==> config.mk <==
export PLATFORM = sky130hd
export DESIGN_NAME = interp_upsampler
export DESIGN_NICKNAME = d
export VERILOG_FILES = /design/src/rtl/interp_upsampler.sv
export SDC_FILE = /design/constraint.sdc
export NUM_CORES = 1
export LEC_CHECK = 0
export BUFFER_PORTS_ARGS = -buffer_cell sky130_fd_sc_hd__buf_2
export CORE_MARGIN = 8
export CORE_UTILIZATION = 55
export DETAILED_ROUTE_END_ITERATION = 6
export GPL_ROUTABILITY_DRIVEN = 0
export PLACE_DENSITY = 0.75
export SLEW_MARGIN = 20
export SYNTH_ARGS = -nofsm -noshare
export SYNTH_HDL_FRONTEND = slang
export SYNTH_SLANG_ARGS = --single-unit
export TNS_END_PERCENT = 5
==> constraint.sdc <==
create_clock -name clk -period 4.5 [get_ports clk]
set_clock_uncertainty 0.2 [all_clocks]
set_input_delay 0.225 -clock clk [delete_from_list [all_inputs] [get_ports clk]]
set_output_delay 0.225 -clock clk [all_outputs]
set_load 0.01 [all_outputs]
==> src/rtl/interp_upsampler.sv <==
// rtl/interp_upsampler.sv - input FIFO plus zero-stuff / zero-order-hold upsampler with power-of-two gain
//
// Accepts input-rate samples over a valid/ready handshake into a small FIFO.
// It emits one output-rate sample every clock. Each popped sample is followed
// by UPSAMPLE_FACTOR-1 zeros, or by held copies of it when hold_mode is set.
//
// Ports:
//   clk           single clock, all state on the rising edge
//   rst_n         asynchronous active-low reset
//   in_data       signed input-rate sample
//   in_valid      in_data valid
//   in_ready      FIFO not full; a transfer happens when in_valid && in_ready
//   out           signed output-rate sample (registered)
//   out_strobe    high while out carries a phase-0 slot
//   hold_mode     0 = zero-stuff, 1 = repeat the held value on phases 1..L-1
//   underflow     sticky: a phase-0 slot found the FIFO empty
//   clr_underflow synchronous clear of underflow (a new underflow wins)

module interp_upsampler #(
  parameter int DATA_WIDTH      = 5,
  parameter int UPSAMPLE_FACTOR = 4,
  parameter int FIFO_DEPTH      = 4,
  parameter int GAIN_SHIFT      = 0
) (
  input  logic                         clk,
  input  logic                         rst_n,
  input  logic signed [DATA_WIDTH-1:0] in_data,
  input  logic                         in_valid,
  output logic                         in_ready,
  output logic signed [DATA_WIDTH-1:0] out,
  output logic                         out_strobe,
  input  logic                         hold_mode,
  output logic                         underflow,
  input  logic                         clr_underflow
);

  localparam int PW = (UPSAMPLE_FACTOR > 1) ? $clog2(UPSAMPLE_FACTOR) : 1;
  localparam int AW = $clog2(FIFO_DEPTH);
  localparam int CW = AW + 1;
  localparam int EW = DATA_WIDTH + GAIN_SHIFT;

  localparam logic [PW-1:0]        P_LAST  = PW'(UPSAMPLE_FACTOR - 1);
  localparam logic [CW-1:0]        C_FULL  = CW'(FIFO_DEPTH);
  localparam logic signed [EW-1:0] SAT_MAX = EW'((2 ** (DATA_WIDTH - 1)) - 1);
  localparam logic signed [EW-1:0] SAT_MIN = EW'(-(2 ** (DATA_WIDTH - 1)));

  logic signed [DATA_WIDTH-1:0] mem [FIFO_DEPTH];
  logic [AW-1:0]                wr_ptr;
  logic [AW-1:0]                rd_ptr;
  logic [CW-1:0]                count;
  logic [PW-1:0]                phase;
  logic signed [DATA_WIDTH-1:0] held;

  logic                         push;
  logic                         pop;
  logic                         slot0;
  logic                         empty;
  logic signed [EW-1:0]         ext;
  logic signed [EW-1:0]         shifted;
  logic signed [DATA_WIDTH-1:0] scaled;

  // in_ready looks only at the registered count: a pop in the same cycle
  // never frees a slot early, so there is no ready-from-pop path.
  assign in_ready = (count != C_FULL);
  assign empty    = (count == '0);
  assign slot0    = (phase == '0);
  assign push     = in_valid && in_ready;
  assign pop      = slot0 && !empty;

  // Head sample widened so the shift cannot overflow, then clamped back
  // into the signed DATA_WIDTH range.
  always_comb begin
    ext     = EW'(mem[rd_ptr]);
    shifted = ext <<< GAIN_SHIFT;
    if (shifted > SAT_MAX) begin
      scaled = SAT_MAX[DATA_WIDTH-1:0];
    end else if (shifted < SAT_MIN) begin
      scaled = SAT_MIN[DATA_WIDTH-1:0];
    end else begin
      scaled = shifted[DATA_WIDTH-1:0];
    end
  end

  // Storage needs no reset: entries are only read after the pointers,
  // which are reset, say they were written.
  always_ff @(posedge clk) begin
    if (push) begin
      mem[wr_ptr] <= in_data;
    end
  end

  always_ff @(posedge clk or negedge rst_n) begin
    if (!rst_n) begin
      wr_ptr <= '0;
      rd_ptr <= '0;
      count  <= '0;
    end else begin
      if (push) begin
        wr_ptr <= wr_ptr + AW'(1);
      end
      if (pop) begin
        rd_ptr <= rd_ptr + AW'(1);
      end
      case ({push, pop})
        2'b10:   count <= count + CW'(1);
        2'b01:   count <= count - CW'(1);
        default: count <= count;
      endcase
    end
  end

  always_ff @(posedge clk or negedge rst_n) begin
    if (!rst_n) begin
      phase <= '0;
    end else if (phase == P_LAST) begin
      phase <= '0;
    end else begin
      phase <= phase + PW'(1);
    end
  end

  always_ff @(posedge clk or negedge rst_n) begin
    if (!rst_n) begin
      out        <= '0;
      out_strobe <= 1'b0;
      held       <= '0;
    end else if (slot0) begin
      out_strobe <= 1'b1;
      if (!empty) begin
        out  <= scaled;
        held <= scaled;
      end else begin
        out  <= '0;
        held <= '0;
      end
    end else begin
      out_strobe <= 1'b0;
      out        <= hold_mode ? held : '0;
    end
  end

  always_ff @(posedge clk or negedge rst_n) begin
    if (!rst_n) begin
      underflow <= 1'b0;
    end else if (slot0 && empty) begin
      underflow <= 1'b1;
    end else if (clr_underflow) begin
      underflow <= 1'b0;
    end
  end

endmodule

==> Word-level counts from Yosys, hierarchy flattened <==
Memories as Yosys holds them, arrays and structs flattened.
Cells that the tools add are included.
{ "word_totals": {"ff_bits": 21, "ramBits": 20, "output_inout_bits": 8, "mem_count": 1} }
{ "op_classes": {"add_sub_neg": 5, "magnitude_cmp": 2, "n_eq_ne": 4, "muxes": 12, "n_reduce_logical": 8} }
{ "memory_table": {"columns": ["name", "depth", "width", "rd", "rd_clocked_by_memory_dff", "wr", "line", "text"], "rows": [
  ["mem", 4, 5, 1, 0, 1, "47", "logic signed [DATA_WIDTH-1:0] mem [FIFO_DEPTH];"]
]} }
{ "ops": {"columns": ["op", "n"], "rows": [
  ["2-to-1 mux 5 bit", 5],
  ["adder 2 x 1 -> 2 bit, second input constant", 3],
  ["case mux 3 bit (2 select lines)", 1],
  ["> comparator 5 bit, second input constant", 1],
  ["< comparator 5 bit, second input constant", 1],
  ["2-to-1 mux 1 bit", 5],
  ["equality test 2 bit, second input constant", 2],
  ["nonzero test 2 bit", 2],
  ["adder 3 x 1 -> 3 bit, second input constant", 1],
  ["logical AND 1 bit", 3],
  ["logical NOT 3 bit", 1],
  ["!= test 3 bit, second input constant", 1],
  ["subtractor 3 x 1 -> 3 bit, second input constant", 1],
  ["equality test 2 x 1 -> 1 bit, second input constant", 1],
  ["logical NOT 2 bit", 1],
  ["2-to-1 mux 2 bit", 1],
  ["logical NOT 1 bit", 1]
]} }

==> Longest topological paths before layout <==
Gate-level depths: netlist of run 1.
An unclocked memory read counts as a cell.
{ "logic_depth": {"depth_word": 6, "depth_mapped": 10} }

==> Worst setup path before layout of run 1 <==
Ideal clock, no wire load.
{ "synth_timing": {"path_type": "register -> register", "from": "register phase[0]", "to": "register count[2]", "setup_ns": 0.079, "t_arrival_ns": 2.094, "t_required_ns": 4.221, "setup_slack_ns": 2.127, "stages_incl_launch_ff": 11, "n_path_buf": 1, "cell_sequence": "dfrtp_1 -> inv_1 -> ha_1 -> o31a_2 -> clkbuf_1 -> ha_1 -> inv_1 -> fa_1 -> xor2_1 -> nor2_1 -> xor2_1"} }
{ "synth_between": {"elab_chain_len": 4, "word_cells_on_any_way": 6, "classes_between": "2 x eq/ne; 1 x mux; 3 x reduce/logical"} }
{ "synth_rtl": {"columns": ["element", "line", "text"], "rows": [
  ["start, declared", "51", "logic [PW-1:0] phase;"],
  ["start signal, assigned", "118", "phase <= phase + PW'(1);"],
  ["logical NOT 2 bit (*)", "66", "assign slot0 = (phase == '0);"],
  ["net slot0", "56", "logic slot0;"],
  ["logical AND 1 bit (*)", "68", "assign pop = slot0 && !empty;"],
  ["net pop", "55", "logic pop;"],
  ["equality test 2 x 1 -> 1 bit / equality test 2 bit (equally long branches)", "104", "case ({push, pop})"],
  ["case mux 3 bit (2 select lines) / nonzero test 2 bit (equally long branches)", null, null],
  ["end signal, assigned", "105", "2'b10: count <= count + CW'(1);"],
  ["end signal, assigned", "106", "2'b01: count <= count - CW'(1);"],
  ["end signal, assigned", "107", "default: count <= count;"],
  ["end, declared", "50", "logic [CW-1:0] count;"]
]} }
Mark *: on every way through the listed nets, which the timed path passes. The rest lies on a longest branch.
A chain may end at the register's enable or synchronous reset.

==> Final worst setup path of run 1 <==
{ "layout_timing": {"from": "register phase[0]", "to": "register count[2]"} }
{ "layout_between": {"elab_chain_len": 4, "word_cells_on_any_way": 6, "classes_between": "2 x eq/ne; 1 x mux; 3 x reduce/logical"} }
{ "layout_rtl": {"columns": ["element", "line"], "rows": [
  ["logical NOT 2 bit (*)", "66"],
  ["net slot0", "56"],
  ["logical AND 1 bit (*)", "68"],
  ["equality test 2 x 1 -> 1 bit / equality test 2 bit (equally long branches)", "104"],
  ["case mux 3 bit (2 select lines) / nonzero test 2 bit (equally long branches)", null]
]} }
Marks and branches as above.

==> impl_metrics.json, run 1 <==
{
  "setup.worst_path.start_class": "register",
  "io_pins": 18,
  "synth_async_sr_flop_share_pct": 51.2,
  "routed_wire_length_per_instance_um": 15.7,
  "share_seq_of_total_power_pct": 55.2,
  "cts_num_sinks": 41,
  "mostFrequentLayoutCells": "21 x sky130_fd_sc_hd__dfrtp_1, 20 x sky130_fd_sc_hd__edfxtp_1, 17 x sky130_fd_sc_hd__buf_2",
  "max_cap_viol_count": 0,
  "grt_pass1_vias": 972,
  "via_density_per_instance": 5.19,
  "syn-num-nets": 131,
  "ys_dominant_reg_cell": "sky130_fd_sc_hd__dfrtp_1",
  "worst_setup_path_end_kind": "register",
  "final_max_slew_viol_count": 0,
  "ys_seq_elements": 41,
  "floorplan.die.width_um": 71.0,
  "tritoncts": "yes",
  "finalWorstPathRequiredPeriod_ps": 2440,
  "grt_setup_unrepaired": "no",
  "yosys.cell_types.count": 22,
  "grt_start_max_net_pins": 22,
  "fp.coreArea_sq_um": 2980,
  "clk-insertion-delay-late_ps": 350,
  "crit_path_end": "count[2]$_DFFE_PN0P_",
  "placed_cells_incl_taps": 160,
  "first_iter_violations": 57,
  "ir_drop_worst_case_vdd_uv": 329,
  "max-clock-path-buffers": 2,
  "first_pass_iters": 2,
  "placed_area_sq_um": 1780,
  "dp.final_hpwl_mm": 1.94,
  "setup_tns_ps": 0,
  "pwr-share-clk_pct": 18.0,
  "cts_root_buffer": "sky130_fd_sc_hd__clkbuf_4",
  "crit_required_ps": 4580,
  "critical_path_arrival_ps": 2520,
  "antenna-diode-count": 0,
  "cp-startpoint": "phase[0]$_DFF_PN0_",
  "routed-via-count": 914,
  "fillerInstances": 222,
  "finalSetupViolCount": 0,
  "die-area_sq_um": 5040,
  "die_h_um": 71.0,
  "finalWorstSetupSlack_ps": 2060,
  "slew-limit-headroom_pct": 69.7,
  "syn_area_per_cell_sq_um": 14.7,
  "synthesis.area_sq_um": 1670,
  "internal_mw": 0.741,
  "drc": 0,
  "number_of_buffers_created_by_cts": 5,
  "post_cts.resized_instances": 0,
  "synth-edff-count": 20,
  "placement.io_buffers": 17,
  "hold_path_class": "in2reg",
  "grt_pass1_wl_mm": 4.66,
  "post_cts_buffers": 0,
  "routed_antenna_nets": 0,
  "pwr_density_cell_nw_per_um2": 557,
  "netSwitchingPower_mw": 0.331,
  "wl_mm": 2.76,
  "setup.reg_to_reg.worst_slack_ps": 2060,
  "synthesis.yosys.warnings": 0,
  "fin_crit_sh_pct": 54.3,
  "achievable-frequency_mhz": 409,
  "finalInstanceArea_sq_um": 1920,
  "synth.yosys.seq_area_share_pct": 67.6,
  "grtUsageTotal_pct": 12.3,
  "worstReg2RegStart": "phase[0]$_DFF_PN0_",
  "grt_antenna_before_repair": 0,
  "post-layout-total-power_mw": 1.07,
  "post_synth_inst_count": 113,
  "layout.nets": 160,
  "syn2layout_area_growth_pct": 15.6,
  "worstSetupPathType": "reg2reg",
  "regToRegEndpoint": "count[2]$_DFFE_PN0P_",
  "ctsHtreeMaxLevel": 2,
  "critical_path_peak_fanout": 10,
  "overflow": 0,
  "placementRows": 20,
  "start_util_pct": 55.9,
  "pre_cts_slack_ps": 2070,
  "clk_pin_slew_ps": 120,
  "final_layout_size_suffix_gt1_share_pct": 26.6,
  "timing.reg2reg.worst_path_depth": 9,
  "status": "finished clean",
  "hold_viol_final": 0,
  "worst-slew-pin-transition_ps": 455,
  "cellLeakagePower_nw": 0.850,
  "power_switching_share_pct": 30.9,
  "mostFrequentLayoutCell": "sky130_fd_sc_hd__dfrtp_1",
  "power_frac_comb_pct": 26.8,
  "instances_no_fill": 176
}
-- per-layer routing --
metal	vias up	GRT usage [%]	wire length, um
met2	19	20.8	1440
met4	0	7.62	64
met5	-	0	0
met3	7	4.24	117
met1	450	12.9	1150
li1	438	-	-
-- worst min path at each step --
| stage | slack, ps | startpoint | depth (start not counted) | to |
|---|---|---|---|---|
| finish | 60 | in_valid | 3 | wr_ptr[0]$_DFFE_PN0P_ |
| CTS | 30 | in_valid | 3 | wr_ptr[0]$_DFFE_PN0P_ |
| global placement | -10 | rst_n | 1 | out[4]$_DFF_PN0_ |
| detailed placement | 0.1 | rst_n | 1 | out_strobe$_DFF_PN0_ |
| floorplan | -270 | rst_n | 0 | count[0]$_DFFE_PN0P_ |
| global route | 70 | in_valid | 3 | wr_ptr[0]$_DFFE_PN0P_ |
-- sequential cells by signal (all words and copies together), names as in the netlist --
name	flops
rd_ptr	2
out_strobe	1
wr_ptr	2
out	5
mem	20
phase	2
underflow	1
count	3
held	5
-- per-stage QoR --
| stage | utilization, % | hold slack (ps) |
|---|---|---|
| floorplan | - | -271 |
| global route | 64.6 | 69.8 |
| finish | 64.6 | 57.6 |
| detailed placement | 59.7 | 0.144 |
| global placement | 59.7 | -13.0 |
| CTS | 64.6 | 29.4 |
-- power by group through the flow --
| stage | combinational, mW | sequential (mW) | clock [mW] |
|---|---|---|---|
| 2_1_floorplan | 0.216 | 0.577 | 0 |
| 3_3_place_gp | 0.277 | 0.597 | 0 |
| 4_1_cts | 0.294 | 0.593 | 0.201 |
| 5_1_grt | 0.319 | 0.608 | 0.216 |
| 3_5_place_dp | 0.288 | 0.602 | 0 |
| 6_report | 0.287 | 0.592 | 0.193 |
-- synthesized netlist by cell type (2+ instances only) --
cell type / number / area share [%]
sky130_fd_sc_hd__nand2_1: 16 / 3.6
sky130_fd_sc_hd__clkbuf_1: 2 / 0.45
sky130_fd_sc_hd__nor2_1: 2 / 0.45
sky130_fd_sc_hd__and3_2: 4 / 1.8
sky130_fd_sc_hd__mux4_2: 5 / 6.8
sky130_fd_sc_hd__o21ai_0: 6 / 1.8
sky130_fd_sc_hd__dfrtp_1: 21 / 32
sky130_fd_sc_hd__xor2_1: 3 / 1.6
sky130_fd_sc_hd__xnor2_1: 3 / 1.6
sky130_fd_sc_hd__edfxtp_1: 20 / 36
sky130_fd_sc_hd__inv_1: 14 / 3.2
sky130_fd_sc_hd__ha_1: 7 / 5.3
-- layout make-up --
class | instances | area (sq um) | share of cell area, %
Clock buffer | 6 | 51.3 | 2.67
Clock inverter | 2 | 13.8 | 0.715
Inverter | 14 | 52.6 | 2.73
Multi-Input combinational cell | 55 | 474 | 24.6
Sequential cell | 41 | 1130 | 58.5
Tap cell | 33 | 41.3 | 2.15
Timing Repair Buffer | 25 | 165 | 8.58
-- worst max-delay path, stage by stage, from the launching register on --
cell and delay, ps:
sky130_fd_sc_hd__dfrtp_1 410, sky130_fd_sc_hd__inv_1 70, sky130_fd_sc_hd__ha_1 320, sky130_fd_sc_hd__o31a_2 310, sky130_fd_sc_hd__ha_1 210, sky130_fd_sc_hd__inv_1 60, sky130_fd_sc_hd__fa_1 370, sky130_fd_sc_hd__xor2_1 150
sky130_fd_sc_hd__nor2_1 120, sky130_fd_sc_hd__xor2_1 160
-- logic make-up after synthesis --
family / synth area share (%)
AO/OA/AOI/OAI: 2.40
XOR/XNOR: 3.16
adder cells (fa/ha/maj): 6.46
buffers and inverters: 3.91
flip-flops: 67.6
multiplexers: 8.26
AND/OR/NAND/NOR: 8.19
-- what timing repair did --
item | in CTS | in global routing
hold endpoints to repair | 43 | 0
endpoints found under the setup margin | 0 | 0
hold buffers | 8 | 0
Power figures use the tool's default switching activity.
==> inputs of run 2 (changes only) <==
--- a/config.mk
+++ b/config.mk
@@ -5,12 +5,13 @@
 export SDC_FILE = /design/constraint.sdc
 export NUM_CORES = 1
 export LEC_CHECK = 0
+export ABC_AREA = 1
 export BUFFER_PORTS_ARGS = -buffer_cell sky130_fd_sc_hd__buf_2
 export CORE_MARGIN = 8
-export CORE_UTILIZATION = 55
+export CORE_UTILIZATION = 52
 export DETAILED_ROUTE_END_ITERATION = 6
 export GPL_ROUTABILITY_DRIVEN = 0
-export PLACE_DENSITY = 0.75
+export PLACE_DENSITY = 0.74
 export SLEW_MARGIN = 20
 export SYNTH_ARGS = -nofsm -noshare
 export SYNTH_HDL_FRONTEND = slang
==> constraint.sdc (replaced) <==
create_clock -name clk -period 2.2 [get_ports clk]
set_clock_uncertainty 0.2 [all_clocks]
set_input_delay 0.11 -clock clk [delete_from_list [all_inputs] [get_ports clk]]
set_output_delay 0.11 -clock clk [all_outputs]
set_load 0.01 [all_outputs]
==> run 2 against run 1 <==
Sequential share of layout area decreased by 5.1 points. Register-to-register slack got worse by 1900 ps. Critical path depth increased by 1. Clock power increased by 150%. Design area increased by 9.6%. Setup slack got worse by 1900 ps. Die area increased by 11%. Critical path type unchanged. Largest power group unchanged. Highest routed layer unchanged.
==> impl_metrics.json, run 2 <==
{
  "ir_drop_worst_case_vdd_uv": 668,
  "reg_top3": "mem: 20 flops, held: 5 flops, out: 5 flops",
  "floorplan.die.width_um": 74.9,
  "mostFrequentLayoutCells": "51 x sky130_fd_sc_hd__nand2_1, 32 x sky130_fd_sc_hd__inv_1, 21 x sky130_fd_sc_hd__dfrtp_1",
  "setup.reg_to_reg.worst_slack_ps": 170,
  "routed_wire_length_per_instance_um": 12.0,
  "io_pins": 18,
  "number_of_flip_flops_under_the_largest_register_name": 20,
  "hold_viol_final": 0,
  "status": "finished clean",
  "max_cap_viol_count": 0,
  "start_util_pct": 54.0,
  "die_h_um": 74.9,
  "topRoutingLayerUsed": "met4",
  "synth_area_leaders": "sky130_fd_sc_hd__edfxtp_1 33%, sky130_fd_sc_hd__dfrtp_1 29%, sky130_fd_sc_hd__nand2_1 11%, sky130_fd_sc_hd__inv_1 6.7%, sky130_fd_sc_hd__ha_1 4.9%",
  "number_of_buffers_created_by_cts": 5,
  "post-layout-total-power_mw": 2.41,
  "cellLeakagePower_nw": 1.05,
  "achievable-frequency_mhz": 494,
  "pre_cts_slack_ps": 62.3,
  "worstSetupPathType": "reg2reg",
  "overflow": 0,
  "synth_async_sr_flop_share_pct": 51.2,
  "slew-limit-headroom_pct": 65.9,
  "grt_start_max_net_pins": 22,
  "die-area_sq_um": 5600,
  "syn-num-nets": 195,
  "wl_mm": 3.06,
  "grt_setup_unrepaired": "no",
  "postLayoutCoreUtil_pct": 63.2,
  "tritoncts": "yes",
  "post-synth-top-area-cell": "sky130_fd_sc_hd__edfxtp_1",
  "syn_area_per_cell_sq_um": 10.2,
  "routed_antenna_nets": 0,
  "detailroute.wirelength.met2_mm": 1.49,
  "grt_pass1_vias": 1167,
  "synthesis.area_sq_um": 1800,
  "first_pass_iters": 6,
  "max_flop_register": "mem",
  "fin_crit_sh_pct": 92.1,
  "synthTopCellsByCount": "51 x sky130_fd_sc_hd__nand2_1, 32 x sky130_fd_sc_hd__inv_1, 21 x sky130_fd_sc_hd__dfrtp_1, 20 x sky130_fd_sc_hd__edfxtp_1, 17 x sky130_fd_sc_hd__nand3_1",
  "layout.nets": 226,
  "worst-slew-pin-transition_ps": 510,
  "placement.io_buffers": 17,
  "max-clock-path-buffers": 2,
  "synth.yosys.seq_area_share_pct": 62.5,
  "antenna-diode-count": 0,
  "clk_pin_slew_ps": 120,
  "finalWorstPathRequiredPeriod_ps": 2030,
  "fp.coreArea_sq_um": 3340,
  "final_layout_size_suffix_gt1_share_pct": 19.1,
  "mostFrequentLayoutCell": "sky130_fd_sc_hd__nand2_1",
  "placementRows": 21,
  "worst_setup_path_end_kind": "register",
  "ctsHtreeMaxLevel": 2,
  "critical_path_arrival_ps": 2080,
  "yosys.area.top_type_share_pct": 33.3,
  "via_density_per_instance": 4.69,
  "pwr_density_cell_nw_per_um2": 1140,
  "setup_tns_ps": 0,
  "route.layer.met1.wl_mm": 1.34,
  "grt_antenna_before_repair": 0,
  "finalSetupViolCount": 0,
  "clk-insertion-delay-late_ps": 350,
  "syn2layout_area_growth_pct": 17.1,
  "yosys.cell_types.count": 20,
  "finalWorstSetupSlack_ps": 174,
  "synthMostInstantiatedCell": "sky130_fd_sc_hd__nand2_1",
  "ys_seq_elements": 41,
  "synth-edff-count": 20,
  "worstReg2RegStart": "phase[0]$_DFF_PN0_",
  "hold_path_class": "in2async",
  "post_synth_inst_count": 177,
  "routed-via-count": 1195,
  "ys_dominant_reg_cell": "sky130_fd_sc_hd__dfrtp_1",
  "first_iter_violations": 49,
  "grt_pass1_wl_mm": 5.08,
  "cts_root_buffer": "sky130_fd_sc_hd__clkbuf_4",
  "final_max_slew_viol_count": 0,
  "dp.final_hpwl_mm": 2.23,
  "setup.worst_path.start_class": "register",
  "cts_num_sinks": 41,
  "cp-startpoint": "phase[0]$_DFF_PN0_",
  "crit_required_ps": 2250,
  "drc": 0,
  "grtUsageTotal_pct": 12.3,
  "synthesis.yosys.warnings": 0,
  "critical_path_peak_fanout": 4,
  "met3RoutedLength_um": 157
}
[run 2: metal layers]
metal	up-vias	GRT usage, %
li1	601	-
met1	566	13.2
met2	22	20.8
met3	6	4.13
met4	0	6.96
met5	-	0
[run 2: cells by family (layout without fill, tap and decap cells)]
group | count (synthesis) | in the layout | share of synthesized area, %
and+or+nand+nor | 77 | 77 | 18.5
buffers and inverters | 43 | 75 | 9.72
DFF | 41 | 41 | 62.5
adders and majority gates | 8 | 8 | 5.97
xor gates and xnor gates | 5 | 5 | 2.43
AOI/OAI and AO/OA | 3 | 3 | 0.902
[run 2: worst max-delay path: stages, from the launching register on]
cell and delay (ps):
sky130_fd_sc_hd__dfrtp_1 420, sky130_fd_sc_hd__inv_1 60, sky130_fd_sc_hd__ha_2 200, sky130_fd_sc_hd__nand2_2 100, sky130_fd_sc_hd__inv_4 70, sky130_fd_sc_hd__ha_2 180, sky130_fd_sc_hd__inv_2 50, sky130_fd_sc_hd__fa_2 330
sky130_fd_sc_hd__nand2_1 80, sky130_fd_sc_hd__nand3_1 90, sky130_fd_sc_hd__xor2_1 140
[run 2: final cells by class]
class / count / area (sq um)
Tap cell: 46 / 57.6
Inverter: 39 / 149
Sequential cell: 41 / 1130
Multi-Input combinational cell: 93 / 508
Timing Repair Buffer: 28 / 190
Clock inverter: 3 / 41.3
Clock buffer: 5 / 37.5
Fill cell: 282 / 1230
[run 2: report_power, final]
part	internal [mW]	total [mW]	switching [mW]
clock	0.235	0.479	0.244
sequential	1.05	1.20	0.153
combinational	0.291	0.733	0.442
[run 2: worst paths after layout]
path,cells after the start,endpoint
worst max register to register,10,count[2]$_DFFE_PN0P_
max in group asynchronous,2,held[1]$_DFFE_PN0P_
worst min register to register,1,phase[0]$_DFF_PN0_
worst min-delay path,2,out[2]$_DFF_PN0_
worst max-delay path,10,count[2]$_DFFE_PN0P_
min in group clk,1,phase[0]$_DFF_PN0_
[run 2: timing repair]
item,CTS,global route
gates resized for setup,0,4
hold buffers,9,0
buffers inserted,0,2
hold endpoints to repair,49,0
setup endpoints to repair,0,2
[run 2: stage by stage]
step	std cells	area, sq um	hold slack, ps
detailed placement	236	1920	-117
global placement	236	1920	-125
floorplan	177	1800	-386
finish	255	2110	14.4
CTS	253	2080	20.6
global route	255	2110	34.9
==> inputs of run 3 (changes only) <==
--- a/config.mk
+++ b/config.mk
@@ -12,6 +12,7 @@
 export DETAILED_ROUTE_END_ITERATION = 6
 export GPL_ROUTABILITY_DRIVEN = 0
 export PLACE_DENSITY = 0.74
+export RECOVER_POWER = 25
 export SLEW_MARGIN = 20
 export SYNTH_ARGS = -nofsm -noshare
 export SYNTH_HDL_FRONTEND = slang
==> run 3 against run 2 <==
Setup slack stayed put. Clock-buffer cell count did not move. Global-route usage unchanged. Sequential power about the same. Design area is 0.12% lower. Power about the same. Utilization decreased by 0.075 points. Sequential share of layout area increased by 0.063 points. Largest cell class unchanged. Largest power group unchanged.
==> impl_metrics.json, run 3 (synthesis gave the netlist of run 2 again) <==
{
  "routed_wire_length_per_instance_um": 12.0,
  "status": "finished clean",
  "clk-insertion-delay-late_ps": 350,
  "power_switching_share_pct": 34.8,
  "placement.io_buffers": 17,
  "critical_path_buf_inv_count": 3,
  "reg_top3": "mem: 20 flops, held: 5 flops, out: 5 flops",
  "floorplan.die.width_um": 74.9,
  "setup_tns_ps": 0,
  "hold_path_class": "in2async",
  "via_density_per_instance": 4.69,
  "internal_mw": 1.57,
  "max_flop_register": "mem",
  "start_util_pct": 54.0,
  "cp_slowest_stage_delay_ps": 420,
  "grtUsageTotal_pct": 12.3,
  "postLayoutCoreUtil_pct": 63.1,
  "final_layout_size_suffix_gt1_share_pct": 18.2,
  "syn2layout_area_growth_pct": 16.9,
  "share_seq_of_total_power_pct": 49.8,
  "mostFrequentLayoutCell": "sky130_fd_sc_hd__nand2_1",
  "tritoncts": "yes",
  "worst-slew-pin-transition_ps": 1080,
  "cp_cell_sequence": "inv_1, ha_2, nand2_2, inv_4, ha_2, inv_2, fa_2, nand2_1, nand3_1, xor2_1",
  "setup.worst_path.start_class": "register",
  "topRoutingLayerUsed": "met4",
  "power_frac_comb_pct": 30.4,
  "max_stage_delay_cell_worst_path": "sky130_fd_sc_hd__dfrtp_1",
  "pwr_density_cell_nw_per_um2": 1140,
  "first_iter_violations": 49,
  "met3RoutedLength_um": 157,
  "cts_root_buffer": "sky130_fd_sc_hd__clkbuf_4",
  "achievable-frequency_mhz": 494,
  "slew-limit-headroom_pct": 28.2,
  "clk_pin_slew_ps": 120,
  "max_cap_viol_count": 0,
  "worst_setup_path_end_kind": "register",
  "first_pass_iters": 6,
  "final_max_slew_viol_count": 0,
  "max-clock-path-buffers": 2,
  "hold_viol_final": 0,
  "post-layout-total-power_mw": 2.41,
  "detailroute.wirelength.met2_mm": 1.49,
  "crit_top_cell": "sky130_fd_sc_hd__ha_2",
  "netSwitchingPower_mw": 0.839,
  "route.layer.met1.wl_mm": 1.34,
  "critical_path_peak_fanout": 4,
  "die_h_um": 74.9,
  "crit_required_ps": 2250,
  "grt_start_max_net_pins": 22,
  "pwr-share-clk_pct": 19.9,
  "dp.final_hpwl_mm": 2.23,
  "finalSetupViolCount": 0,
  "layout.nets": 226,
  "routed-via-count": 1195,
  "fp.coreArea_sq_um": 3340,
  "worstSetupPathType": "reg2reg",
  "fin_crit_sh_pct": 92.1,
  "finalWorstPathRequiredPeriod_ps": 2030,
  "routed_antenna_nets": 0,
  "placementRows": 21,
  "overflow": 0,
  "fin_worst_hold_slack_ps": 257,
  "number_of_buffers_created_by_cts": 5,
  "antenna-diode-count": 0,
  "drc": 0,
  "mostFrequentLayoutCells": "51 x sky130_fd_sc_hd__nand2_1, 32 x sky130_fd_sc_hd__inv_1, 21 x sky130_fd_sc_hd__dfrtp_1",
  "worst_path_dominant_cell_family": "adder cells",
  "number_of_flip_flops_under_the_largest_register_name": 20,
  "grt_pass1_wl_mm": 5.08,
  "wl_mm": 3.06,
  "ir_drop_worst_case_vdd_uv": 668,
  "io_pins": 18,
  "critical_path_arrival_ps": 2080,
  "grt_antenna_before_repair": 0,
  "grt_setup_unrepaired": "no",
  "fillerInstances": 284,
  "die-area_sq_um": 5600,
  "ctsHtreeMaxLevel": 2,
  "cellLeakagePower_nw": 1.05,
  "grt_pass1_vias": 1167,
  "cts_num_sinks": 41
}
## run 3: path summary, 6_finish.rpt
kind / slack [ps] / depth (start not counted) / start / end
max: 170 / 10 / phase[0]$_DFF_PN0_ / count[2]$_DFFE_PN0P_
min: 260 / 2 / rst_n / out[2]$_DFF_PN0_
max reg2reg: 170 / 10 / phase[0]$_DFF_PN0_ / count[2]$_DFFE_PN0P_
min reg2reg: 260 / 1 / phase[0]$_DFF_PN0_ / phase[0]$_DFF_PN0_
max in group asynchronous: 890 / 2 / rst_n / held[1]$_DFFE_PN0P_
min in group clk: 260 / 1 / phase[0]$_DFF_PN0_ / phase[0]$_DFF_PN0_
## run 3: what timing repair did
| action | 4_1_cts | 5_1_grt |
|---|---|---|
| hold buffers | 9 | 0 |
| setup buffers | 0 | 2 |
| endpoints found under the hold margin | 49 | 0 |
| gates resized for setup | 0 | 4 |
| setup endpoints to repair | 0 | 2 |
## run 3: power groups by stage
stage | registers [mW] | logic [mW] | clock network (mW)
after floorplan | 1.18 | 0.570 | 0
after global placement | 1.20 | 0.692 | 0
after detailed placement | 1.22 | 0.724 | 0
after CTS | 1.20 | 0.744 | 0.486
after global routing | 1.23 | 0.846 | 0.524
final | 1.20 | 0.732 | 0.479
## run 3: metrics by stage
step | cells | setup slack (ps) | cell area, sq um
6_report | 255 | 174 | 2110
5_1_grt | 255 | 25.9 | 2110
4_1_cts | 253 | 25.6 | 2080
3_5_place_dp | 236 | 62.3 | 1920
3_3_place_gp | 236 | 144 | 1920
2_1_floorplan | 177 | 213 | 1800
## run 3: final cells by class
class / count / area, sq um / area share [%]
inverters: 39 / 149 / 7.07
clock inverters: 3 / 41.3 / 1.96
flip-flops and latches: 41 / 1130 / 53.4
multi-input cells: 93 / 508 / 24.1
well taps: 46 / 57.6 / 2.73
repair buffers: 28 / 188 / 8.91
clock buffers: 5 / 37.5 / 1.78
## run 3: layer usage
metal | track usage [%] | vias to the layer above
met4 | 6.96 | 0
met1 | 13.2 | 566
met5 | 0 | -
li1 | - | 601
met3 | 4.13 | 6
met2 | 20.8 | 22
